## src/rtl/credit_sender.sv

```systemverilog
// credit_sender: transmit end of a credit-based link into a remote queue.
// A local credit counter mirrors the free slots of the receiver queue, so the
// receiver's enqueue ready never has to travel back to this side. The output
// is a registered valid-only beat that the receiver is obliged to accept.
module credit_sender #(
   parameter  int DW      = 32,                 // payload width (receiver queue data)
   parameter  int CREDITS = 2,                  // receiver usable capacity, 1..255
   localparam int CW      = $clog2(CREDITS + 1) // credit counter width
) (
   input  logic          clk,
   input  logic          rst,
   // local producer stream
   input  logic          in_valid,
   output logic          in_ready,
   input  logic [DW-1:0] in_data,
   // link toward the receiver queue
   output logic          out_valid,
   output logic [DW-1:0] out_data,
   input  logic          credit_ret,
   input  logic          flush,
   // status
   output logic [CW-1:0] credits,
   output logic          idle,
   output logic          err
);

   localparam logic [CW-1:0] FULL = CW'(CREDITS);

   logic          accept;
   logic [CW-1:0] credits_nxt;
   logic          err_nxt;

   // Ready comes only from registered credits and flush: no path from
   // credit_ret or in_valid, which keeps the producer-side ready short.
   assign in_ready = (credits != '0) && !flush;
   assign accept   = in_valid && in_ready;
   assign idle     = (credits == FULL) && !out_valid;

   // Next credit count and sticky overflow flag; flush wins over everything.
   always_comb begin
      // NOTE: every signal written here gets a default first, so no path
      // leaves it unassigned and no latch is inferred.
      credits_nxt = credits;
      err_nxt     = err;
      if (flush) begin
         // A credit returned in the flush cycle is discarded on purpose: the
         // receiver is flushed in the same cycle and restarts empty.
         credits_nxt = FULL;
      end else if (accept && !credit_ret) begin
         credits_nxt = credits - 1'b1;
      end else if (!accept && credit_ret) begin
         if (credits == FULL) begin
            // Receiver returned a credit it never had: saturate and flag.
            err_nxt = 1'b1;
         end else begin
            credits_nxt = credits + 1'b1;
         end
      end
   end

   // Credit counter and error flag registers.
   always_ff @(posedge clk or posedge rst) begin
      // NOTE: sequential state uses non-blocking assignments so every
      // register samples the pre-edge values regardless of statement order.
      if (rst) begin
         credits <= FULL;
         err     <= 1'b0;
      end else begin
         credits <= credits_nxt;
         err     <= err_nxt;
      end
   end

   // Output beat: one cycle of valid per accept; data holds between beats.
   always_ff @(posedge clk or posedge rst) begin
      if (rst) begin
         out_valid <= 1'b0;
         out_data  <= '0;
      end else begin
         out_valid <= accept;
         if (accept) begin
            out_data <= in_data;
         end
      end
   end

endmodule

```

## config.mk

```make
export PLATFORM = sky130hd
export DESIGN_NAME = credit_sender
export DESIGN_NICKNAME = d
export VERILOG_FILES = /design/src/rtl/credit_sender.sv
export SDC_FILE = /design/constraint.sdc
export NUM_CORES = 1
export LEC_CHECK = 0
export BUFFER_PORTS_ARGS = -buffer_cell sky130_fd_sc_hd__buf_2
export CAP_MARGIN = 20
export CORE_ASPECT_RATIO = 1.2
export CORE_UTILIZATION = 48
export DETAILED_ROUTE_END_ITERATION = 10
export PLACE_DENSITY_LB_ADDON = 0.15
export SETUP_SLACK_MARGIN = 0.15
export SYNTH_ARGS = -nofsm -noshare
export SYNTH_HDL_FRONTEND = slang
export SYNTH_SLANG_ARGS = --single-unit
```

## constraint.sdc

```tcl
create_clock -name clk -period 3.9 [get_ports clk]
set_input_delay 0.195 -clock clk [delete_from_list [all_inputs] [get_ports clk]]
set_output_delay 0.195 -clock clk [all_outputs]
set_load 0.01 [all_outputs]
```

Word-level counts from Yosys, hierarchy flattened
Cells that the tools add are included.
- multiplexer cells: 4
- bitwise gates (word level): 2
- $add $sub $neg: 2
- reductions and logical operators: 13
- equality and inequality tests: 2
- operators by type and width (kind ; count):
    $mux W2 ; 4
    $logic_and A1 B1 Y1 ; 5
    $logic_not A1 Y1 ; 4
    $reduce_and A4 Y1 ; 1
    $ne A3 B3 Y1 const B ; 1
    $reduce_bool A3 Y1 ; 1
    $add A2 B1 Y2 const B ; 1
    $eq A2 B2 Y1 const B ; 1
    $not A1 Y1 ; 2
    $reduce_and A2 Y1 ; 1
    $reduce_bool A2 Y1 ; 1
    $sub A2 B1 Y2 const B ; 1
- word-level logic and storage cells: 27
- input port bits: 37
- flip-flop bits (word level): 36

Logic depth before layout (Yosys ltp)
Gate-level depths: netlist of the first run.
- depth after elaboration: 8
- depth in mapped cells: 4

Worst setup path after synthesis of the first run
OpenSTA, ideal clock, no wires.
- path kind: register -> register
- start point: register credits[1]
- end point: register out_data[0]
- buffers on the path: 1
- setup time: 125 ps
- arrival: 1316 ps
- clock period less this slack: 1441 ps
- required time: 3775 ps
- slack: 2459 ps
- cell stages (with the launch flop): 5
- cells stage by stage: dfstp_2 o21ba_2 nand2_4 buf_6 mux2_4
- longest elaborated chain between the ends: 3
- ends and longest elaborated chain (item ; RTL line ; text):
    start: declaration ; 22 ; output logic [CW-1:0] credits,
    start signal: assignment ; 69 ; credits <= credits_nxt;
    $reduce_bool A2 Y1 ; 35 ; assign in_ready = (credits != '0) && !flush;
    $logic_and A1 B1 Y1 ; 35 ;
    net in_ready ; 14 ; output logic in_ready,
    $logic_and A1 B1 Y1 ; 36 ; assign accept = in_valid && in_ready;
    end signal: assignment ; 82 ; out_data <= in_data;
    end: declaration ; 18 ; output logic [DW-1:0] out_data,
The timed path passes the listed nets, and every way through them passes these cells.
A chain may end at the register's enable or synchronous reset.

Worst setup path in the final report of the first run
- start point: register credits[0]
- end point: register out_data[18]
- longest elaborated chain between the ends: 3
- ends and longest elaborated chain (item ; RTL line):
    $reduce_bool A2 Y1 ; 35
    $logic_and A1 B1 Y1 ; 35
    $logic_and A1 B1 Y1 ; 36
No other way between the ends.

==> results list, run 1 <==
- The initialized floorplan defines 22 standard-cell rows.
- The hold violation count in the final report is 0.
* Cell area after placement: roughly 0.0019 mm2
- Per-cell routed wire length: between 10 and 15 um
- In this run the static leakage power is approximately 1.1 nW.
- The cell family contributing the most delay on the critical path is flip-flops.
* Leading cell type in the layout, fill and taps excluded: sky130_fd_sc_hd__buf_2
* Signed area change from the synthesized netlist to the final layout: 31.2%
* Number of nets in the finished design: slightly above 200
* Endpoint class of the critical path: flip-flop
* Quantity of I/O buffers inserted on ports: 74
- Global-route usage over all layers: 0.188
- The die covers 0.00341 mm2.
* Root Driver: sky130_fd_sc_hd__clkbuf_4
- After detailed routing, the number of vias per cell comes to roughly 5.0.
- The clock passes through at most 2 buffers.
* Number of diodes: 0
* Post-Synthesis Net Count: 127
- The worst register-to-register path has a depth of 3.
- FMAX: ~590 MHz
- Of the cells placed in the final design, the portion with a size suffix greater than 1 is 0.684.
* Number of max-cap violations: 0
- Data on the critical path is required at its endpoint by ~4200 ps.
* Register area: about 900 um2
- Total routed wirelength: around 2800 um
* Number of detailed-routing iterations run before antenna repair: 5
* Arrival time at the worst endpoint: just under 2000 ps
* Count of boundary I/O pins: 75
- Final GP Congestion: between 0.6 and 0.7
- The initial utilization of the core area, before any placement, comes to 0.503.
- Once the clock tree was built, the resizer swapped 0 gates to a different size.
* Violation count after the first detailed-route iteration: 22
- GR Overflow Total: 0
* Hold Slack: between 40 and 50 ps
- Along the worst hold path, the cell count comes to 2.
* Number of max-slew violations in the final report: 0
- Fraction of the yosys area taken by sequential cells: 0.592
- Distinct cells, synth: 18
- The share of synthesized area in the top cell type comes to 0.575.
- Minimum clock period after layout: between 1500 and 2000 ps
* HPWL Detailed: about 1900 um
- Final Non-Filler Cells: 207
- After clock tree synthesis, the clock-pin slew on the worst setup and hold paths is 100 ps.
- Highest fanout seen on the critical path: 33
- Worst Max-Slew Pin Slew: a little under 600 ps
- Number of levels the H-tree was split into: 2
- For this design, the sink count on the clock tree is 36.
- RSZ-0062 raised after global routing: no
* Syn Inst Count: 90
* Number of buffer and inverter stages on the critical path: 0
- Post-Synthesis Cell Area: about 0.0015 mm2
- The worst setup path is launched from a flip-flop.
- Counting the buffers created by CTS gives 5.
- The tightest min-delay check is of the in2reg type.
- Summing all multi-input logic gate instances after layout gives 573 um2.
* Slowest stage cell on the critical path: sky130_fd_sc_hd__dfrtp_1
- Critical path class: reg2reg
- Top library cells by usage in the layout, fill and taps aside: sky130_fd_sc_hd__buf_2, sky130_fd_sc_hd__dfrtp_1, sky130_fd_sc_hd__mux2_4
- Synthesis inferred 36 register bits.
- In the final timing run, aggregate negative setup slack is 0 ps.
- Averaged over all synthesized cells, the footprint is around 17 um2.
- The clock reaches the later pin of the worst-skew pair after between 300 and 400 ps.
- The flow ran to the end, and the final reports show no timing, DRC or antenna violations.
* Final setup violating endpoints: 0
- Antenna violations before repair: 0
- The floorplan step set the die height to roughly 64 um.
* DR vias: between 1000 and 1500
* Core area: 0.00303 mm2
* Worst clock skew: between 6 and 7 ps
- Number of DRC violations after detailed routing: 0
- Across the VDD grid, the largest voltage drop is between 300 and 400 uV.
* Vias in the first global route: ~1000
- Critical Path Max Stage Delay: approximately 460 ps
- Layout filler cell count: about 250
- Dividing the final minimum period by the clock period gives 0.433.
- The completed layout was analyzed and its total power is about 1.1 mW.
- The finished cells cover 0.00200 mm2.
- Total of warnings raised by yosys: 0
* First-pass GRT wire length: about 4400 um
- In this run, placement finished with an instance count of approximately 200.
* Width of the die: roughly 53 um
- Top cell type by total area after synthesis: sky130_fd_sc_hd__dfrtp_1
* Maximum number of pins on one net before global-route repair: 37
- Sorting the synthesized cells by area gives the leading types as sky130_fd_sc_hd__dfrtp_1, sky130_fd_sc_hd__mux2_4, sky130_fd_sc_hd__buf_6.
- In this run the remaining antenna-violating nets after routing total 0.
- Worst-case headroom to the max-slew limit: 0.612
- The signal on the critical path passes through o21ba_2 > nand2_4 > mux2_2.
- Total stage count of the critical path: 3
- TritonCTS built the clock tree.
- In this run the power density over the cells is between 500 and 600 mW/mm2.
## per-layer routing
metal | up-vias | GRT usage | wire (um)
met4 | 0 | 0.138 | 87
met1 | 504 | 0.203 | 1130
met5 | - | 0 | 0
li1 | 471 | - | -
met2 | 44 | 0.297 | 1390
met3 | 9 | 0.0580 | 189
## cells in the mapped netlist
| cell type | n |
|---|---|
| sky130_fd_sc_hd__dfstp_2 | 1 |
| sky130_fd_sc_hd__nand2b_1 | 2 |
| sky130_fd_sc_hd__a21oi_1 | 2 |
| sky130_fd_sc_hd__o21ba_2 | 1 |
| sky130_fd_sc_hd__nand3b_1 | 1 |
| sky130_fd_sc_hd__mux2i_1 | 1 |
| sky130_fd_sc_hd__o21bai_1 | 1 |
| sky130_fd_sc_hd__buf_6 | 3 |
| sky130_fd_sc_hd__a221oi_1 | 1 |
| sky130_fd_sc_hd__mux2_4 | 29 |
| sky130_fd_sc_hd__mux2_2 | 3 |
| sky130_fd_sc_hd__nor2_1 | 1 |
| sky130_fd_sc_hd__o31ai_1 | 1 |
| sky130_fd_sc_hd__dfrtp_1 | 35 |
| sky130_fd_sc_hd__nand2_1 | 2 |
| sky130_fd_sc_hd__nand2_4 | 1 |
| sky130_fd_sc_hd__or2b_1 | 1 |
| sky130_fd_sc_hd__inv_1 | 4 |
## layout make-up
cell class                      count  area share
Tap cell                           36      0.0225
Clock inverter                      2      0.0175
Timing Repair Buffer               76       0.194
Sequential cell                    36       0.451
Inverter                            4     0.00751
Clock buffer                        6      0.0207
Multi-Input combinational cell     47       0.287
## flip-flops by register name (all words and copies together), names as in the netlist
register	cells
out_data	32
credits	2
out_valid	1
err	1
## kinds of logic after synthesis
family,Yosys count,synth area share
compound gates,6,0.0287
buf+inv,7,0.0320
simple gates,8,0.0328
mux,33,0.314
flops,36,0.592
## power breakdown
group,switching [mW],internal (mW),leakage (nW)
registers,0.0435,0.452,0.422
clock network,0.126,0.134,0.0422
logic,0.123,0.177,0.659
total,0.292,0.763,1.12
## final timing paths
kind	startpoint	to	slack [ps]
setup / recovery	credits[0]$_DFFE_PP0P_	out_data[18]$_DFFE_PP0P_	2210
hold / removal	flush	credits[0]$_DFFE_PP0P_	40
setup reg to reg	credits[0]$_DFFE_PP0P_	out_data[18]$_DFFE_PP0P_	2210
hold reg to reg	err$_DFFE_PP0P_	err$_DFFE_PP0P_	470
max in group asynchronous	rst	credits[1]$_DFFE_PP1P_	3090
min in group asynchronous	rst	out_data[6]$_DFFE_PP0P_	460
## metrics by stage
step | setup slack, ps | utilization
2_1_floorplan | 2460 | -
3_3_place_gp | 2280 | 0.632
3_5_place_dp | 2220 | 0.632
4_1_cts | 2200 | 0.660
5_1_grt | 2150 | 0.660
6_report | 2210 | 0.660
## what timing repair did
item / in CTS / in global routing
endpoints found under the hold margin: 35 / 0
buffers inserted: 0 / 0
hold buffers: 1 / 0
(Power assumes the default switching activity.)
==> run 2: changes to the inputs <==
CORE_UTILIZATION = 41   (was 48)
clock period = 1.4 ns   (was 3.9 ns; I/O delays follow)
==> results list, run 2 (same netlist as run 1, synthesis figures left out) <==
* Run status: complete, but fails checks
- The checks that failed: design-rule violations, negative setup slack.
- The multi-input combinational cells in the finished layout cover a total of between 500 and 600 um2.
* Total power per unit cell area: roughly 1400 mW/mm2
- The critical path in this run is classified as reg2reg.
- Global-route usage over all layers: 0.172
- CTS placed an instance of sky130_fd_sc_hd__clkbuf_8 at the clock tree root.
- HPWL Detailed: 2330 um
- Post-place setup slack: -1.42 ps
- For the worst setup path, the data required time is between 1500 and 2000 ps.
* Minimum clock period after layout: 1500 ps
* Largest registers ranked by flip-flop count: out_data x32, credits x2
- Arrival time at the worst endpoint: ~1700 ps
- For the pin with the worst max-slew slack, the measured transition is between 200 and 300 ps.
* Row count: 23
- Number of nets in the finished design: around 220
* Antenna violations before repair: 0
- In the final layout, the share of cells above drive strength 1 is 0.713.
- DR vias: roughly 1100
- Final setup violating endpoints: 33
* Period Utilization, post-route: 1.07
- Maximum number of pins on one net before global-route repair: 23
* Vias in the first global route: ~1100
- Cell area after placement: ~0.002 mm2
- Layout filler cell count: between 200 and 300
- Core area: 0.00345 mm2
* Final GP Congestion: about 0.74
* Starting Density: 0.441
- IR analysis of the VDD net gives a maximum drop of approximately 790 uV.
* Violation count after the first detailed-route iteration: 65
* Count of boundary I/O pins: 75
* Final instance area: between 0.002 and 0.0025 mm2
* RSZ-0062 raised after global routing: yes
* Clock slew at the register clock pins of the worst setup and hold paths: roughly 70 ps
- Signed area change from the synthesized netlist to the final layout: 49.0%
* Top reg by flops: out_data
- Once placement completed, the tool counted placed cells totaling 205.
- The clock net in this run drives a total of 36 sinks.
- Once routing completed, OpenROAD measured the worst setup slack at -97.3 ps.
- The H-tree was split into 2 levels.
- For this run the aggregate overflow at the end of global routing stands at 0.
* Register area: about 900 um2
- In this run the critical register-to-register path is captured at out_data[21]$_DFFE_PP0P_.
- The worst setup path is captured at a flip-flop.
- The later pin in the worst-skew pair is clocked with a latency of between 200 and 300 ps.
- Highest fanout seen on the critical path: 9
- In this run the critical register-to-register path is launched from credits[1]$_DFFE_PP1P_.
* Worst clock skew: 5.63 ps
- In this run the tightest slew margin relative to its limit is 0.817.
- Hold Path Class: in2reg
- R2R setup slack: -100 ps
* Number of detailed-routing iterations run before antenna repair: 7
* TritonCTS clock tree: yes
- Final Non-Filler Cells: 225
* Number of vias per cell: a little under 5
- Leading cell type in the layout, fill and taps excluded: sky130_fd_sc_hd__buf_2
- Width of the die: around 58 um
- Top library cells by usage in the layout, fill and taps aside: sky130_fd_sc_hd__buf_2, sky130_fd_sc_hd__dfrtp_1, sky130_fd_sc_hd__mux2_4
- Number of DRC violations after detailed routing: 3
- Timing would allow up to between 600 and 700 MHz.
- Worst Reg-to-Reg Cells: 5
* Quantity of I/O buffers inserted on ports: 74
- The analysis attributes to cell leakage a power of roughly 1.2 nW.
* Number of max-cap violations: 0
- Startpoint type of the worst setup path: flip-flop
- Summing internal, switching and leakage power gives roughly 3.2 mW.
- Number of max-slew violations in the final report: 0
- Per-cell routed wire length: around 15 um
* Total routed wirelength: 3360 um
* Die boundary height: roughly 69 um
- Remaining number of nets flagged by the antenna check after routing: 0
* Die area: between 0.003 and 0.004 mm2
- Final hold analysis gives a worst-case slack of ~11 ps.
- Number of diodes: 0
- Start point of the worst min-delay path: in_data[14]
- The hold violation count in the final report was 0.
- First-pass GRT wire length: between 4000 and 5000 um
- For hold timing, the worst endpoint is out_data[14]$_DFFE_PP0P_.
- Counting along the longest clock path gives a buffer depth of 2.
* Flip-flop count of the largest register, all copies and words added: 32
- Clock tree synthesis inserted a total of 5 buffers.
* Worst hold path cell count: 2
==> run 2: timing repair <==
action | 4_1_cts | 5_1_grt
hold buffers | 3 | 1
setup buffers | 5 | 1
pin swaps | 1 | 3
gates resized for setup | 4 | 3
hold endpoints to repair | 36 | 1
setup endpoints to repair | 32 | 37
cloned | 1 | 1
==> run 2: worst max-delay path by stage <==
stage,startpoint,endpoint,slack (ps),cells past startpoint
2_1_floorplan,credits[1]$_DFFE_PP1P_,out_data[0]$_DFFE_PP0P_,-10,4
3_3_place_gp,credits[0]$_DFFE_PP0P_,out_data[6]$_DFFE_PP0P_,40,4
3_5_place_dp,credits[0]$_DFFE_PP0P_,out_data[15]$_DFFE_PP0P_,-1,4
4_1_cts,credits[1]$_DFFE_PP1P_,idle,-100,4
5_1_grt,credits[1]$_DFFE_PP1P_,idle,-130,4
6_report,credits[1]$_DFFE_PP1P_,out_data[21]$_DFFE_PP0P_,-100,5
==> run 2: metal layers <==
| metal | global-route usage | up-vias | share of wire | wire length, um |
|---|---|---|---|---|
| met4 | 0.0833 | 0 | 0.013 | 45 |
| li1 | - | 503 | - | - |
| met1 | 0.170 | 559 | 0.39 | 1300 |
| met3 | 0.0597 | 5 | 0.063 | 212 |
| met5 | 0 | - | 0 | 0 |
| met2 | 0.324 | 40 | 0.54 | 1810 |
==> run 2: power by group <==
group / internal (mW) / total [mW] / leakage, nW / switching, mW
clock network: 0.528 / 0.894 / 0.0552 / 0.366
logic: 0.583 / 0.973 / 0.771 / 0.390
registers: 1.26 / 1.38 / 0.420 / 0.120
==> run 2: final cells by class <==
class,count,area share
Clock buffer,6,0.0320
Multi-Input combinational cell,47,0.264
Clock inverter,2,0.0154
Sequential cell,36,0.398
Inverter,4,0.00661
Timing Repair Buffer,93,0.264
Tap cell,37,0.0204
==> run 2: critical path, stage by stage, from the launching register on <==
cell and delay (ps):
sky130_fd_sc_hd__dfstp_2 550, sky130_fd_sc_hd__buf_4 100, sky130_fd_sc_hd__o21ba_4 160, sky130_fd_sc_hd__nand2_8 100, sky130_fd_sc_hd__clkbuf_16 180, sky130_fd_sc_hd__mux2_4 290
==> run 2: metrics by stage <==
step | util | TNS (ps)
3_3_place_gp | 0.577 | 0
4_1_cts | 0.640 | -2300
6_report | 0.658 | -2370
5_1_grt | 0.658 | -3440
3_5_place_dp | 0.577 | -1.42
2_1_floorplan | - | -307
==> run 3: changes to the inputs <==
PLACE_DENSITY_LB_ADDON = 0.08   (was 0.15)
RECOVER_POWER = 25   (was default)
SLEW_MARGIN = 10   (was default)
==> results list, run 3 (same netlist as run 1, synthesis figures left out) <==
- RSZ-0062 raised after global routing: yes
- The final reports fail on design-rule violations, negative setup slack.
* Root Driver: sky130_fd_sc_hd__clkbuf_8
- The hold violation count in the final report is 0.
- Static timing analysis puts the maximum clock frequency at between 600 and 700 MHz.
- The via count of the first global-routing pass came to 1058.
- Data on the critical path is required at its endpoint by about 1300 ps.
- Largest registers ranked by flip-flop count: out_data x32, credits x2
* Die area: 0.00397 mm2
- For this run, design rule violations remaining after detail routing come to 5.
- The net count of the finished layout is 222.
* Startpoint type of the worst setup path: flip-flop
- Leaving out fill and tap cells, the most frequent cell in the layout is sky130_fd_sc_hd__buf_2.
- The worst hold path belongs to the class in2reg.
- Endpoint class of the critical path: primary output
- The critical path in this run is classified as reg2out.
- The clock tree synthesis step divided the H-tree into 2 levels.
* Layout cells sized above 1: 0.676
* Total stage count of the critical path: 4
* Worst Max-Slew Pin Slew: about 500 ps
* Chain of cells forming the critical path: buf_6 > or2b_1 > nor2_1 > buf_2
- At the end of routability-driven placement, the weighted congestion stood at approximately 0.7.
- Per-cell routed wire length: 14.3 um
* Peak supply drop: slightly below 900 uV
- Launching point of the worst reg2reg path: credits[1]$_DFFE_PP1P_
- Remaining number of nets flagged by the antenna check after routing: 0
- Flip-flop count of the largest register, all copies and words added: 32
- The number of antenna violations at the first check in global routing was 0.
- Number of diodes: 0
* Critical Path Start: credits[1]$_DFFE_PP1P_
- For this block, the routed nets add up to ~3200 um of wire.
- At the worst endpoint, the arrival time is approximately 1400 ps.
- Final hold analysis gives a worst-case slack of between 15 and 20 ps.
- Clock tree synthesis inserted a total of 5 buffers.
* Final setup violating endpoints: 12
* Number of max-cap violations: 0
- Core area: 0.00345 mm2
- TritonCTS clock tree: yes
- For this run, the detailed router's first-pass iteration total came to 7.
* Worst clock skew: around 6.8 ps
* Signed area change from the synthesized netlist to the final layout: 48.6%
- Dividing the detail-routed via count by the number of cells gives around 4.8.
- The first global-routing pass estimated about 4700 um of wire.
- Worst Reg-to-Reg Cells: 4
- For this configuration, the core starts out at a cell density of 0.441.
* Critical Path Max Stage Delay: ~550 ps
- Violation count after the first detailed-route iteration: between 40 and 50
- The routed layout has about 1100 vias.
* GR Overflow Total: 0
- For this design, the sink count on the clock tree is 36.
- The most critical setup path has its endpoint at idle.
* Quantity of I/O buffers inserted on ports: 74
* Slowest stage cell on the critical path: sky130_fd_sc_hd__dfstp_2
- Entering global routing, the biggest net connects 15 pins.
- Counting along the longest clock path gives a buffer depth of 2.
- Minimum clock period after layout: between 1000 and 1500 ps
- Counting both buffers and inverters, the worst setup path holds a total of 2.
- Insertion delay of the later-clocked pin in the worst-skew pair: 280 ps
* Die boundary height: between 60 and 70 um
- Width of the die: between 50 and 60 um
- For this design the ratio of total power to cell area is roughly 1400 mW/mm2.
* R2R setup slack: -10 ps
- Ranked by flip-flop count, first place goes to out_data.
- 75 I/O pins were placed.
- The kind of cell with the highest combined delay along the critical path is flip-flops.
- Static leakage: approximately 1.2 nW
* Total negative slack for setup checks: -84.3 ps
- Row generation in the floorplan step produced 23 rows.
* Endpoint of the worst register-to-register path: out_data[29]$_DFFE_PP0P_
- Top library cells by usage in the layout, fill and taps aside: sky130_fd_sc_hd__buf_2, sky130_fd_sc_hd__dfrtp_1, sky130_fd_sc_hd__mux2_4
* Global-route usage over all layers: 0.164
* Worst-case headroom to the max-slew limit: 0.673
- Setup slack on the critical path of the routed design comes to -41.0 ps.
- Run status: complete, but fails checks
- Of the available clock period, the critical path in the final layout requires 1.03.
- The max-slew violation count came to 0.
* Clock slew at the register clock pins of the worst setup and hold paths: roughly 70 ps
* HPWL Detailed: 2230 um
- In this run the worst path has a maximum fanout of 2.
run 3: layout make-up:
type                       count  area, um2
multi-input combinational     47        619
sequential                    36        903
tap                           37       46.3
clock buffer                   7       96.3
timing repair buffer          91        584
inverter                       4       15.0
fill                         269       1190
run 3: timing repair:
| item | CTS | global route |
|---|---|---|
| pin swaps | 1 | 1 |
| endpoints found under the setup margin | 32 | 36 |
| gates cloned | 0 | 2 |
| setup buffers | 2 | 3 |
| hold buffers | 3 | 0 |
| endpoints found under the hold margin | 11 | 0 |
| gates resized for setup | 5 | 9 |
run 3: worst min path at each step:
stage / end / cells after the start / from / slack (ps)
floorplan: credits[0]$_DFFE_PP0P_ / 1 / flush / 140
global placement: out_data[26]$_DFFE_PP0P_ / 2 / rst / 110
detailed placement: out_data[26]$_DFFE_PP0P_ / 2 / rst / 120
CTS: out_data[5]$_DFFE_PP0P_ / 2 / in_data[5] / 9
global route: out_data[4]$_DFFE_PP0P_ / 2 / in_data[4] / 4
finish: out_data[5]$_DFFE_PP0P_ / 2 / in_data[5] / 20
run 3: through the flow:
| step | instances | instance area (um2) | worst slack, ps | power, mW | utilization |
|---|---|---|---|---|---|
| 2_1_floorplan | 90 | 1530 | -11.4 | 1.92 | - |
| 3_3_place_gp | 205 | 1990 | 68.6 | 2.26 | 0.577 |
| 3_5_place_dp | 205 | 1990 | 39.4 | 2.29 | 0.577 |
| 4_1_cts | 217 | 2150 | -39.1 | 3.11 | 0.624 |
| 5_1_grt | 222 | 2260 | -114 | 3.31 | 0.656 |
| 6_report | 222 | 2260 | -41.0 | 3.13 | 0.656 |
run 3: where the power goes:
part           switching [mW]  internal, mW
logic                   0.395         0.590
clock network           0.327         0.438
registers               0.118          1.26
run 3: worst reg2reg max path, stage by stage (launching register included):
cell and delay [ps]:
sky130_fd_sc_hd__dfstp_2 550, sky130_fd_sc_hd__o21ba_4 170, sky130_fd_sc_hd__nand2_8 100, sky130_fd_sc_hd__clkbuf_16 190
sky130_fd_sc_hd__mux2_4 290
run 3: metal layers:
metal / wire [um] / GRT usage / up-vias
met1: 1270 / 0.186 / 512
met3: 197 / 0.0392 / 5
met2: 1670 / 0.294 / 47
met5: 0 / 0 / -
li1: - / - / 499
met4: 42 / 0.0804 / 0
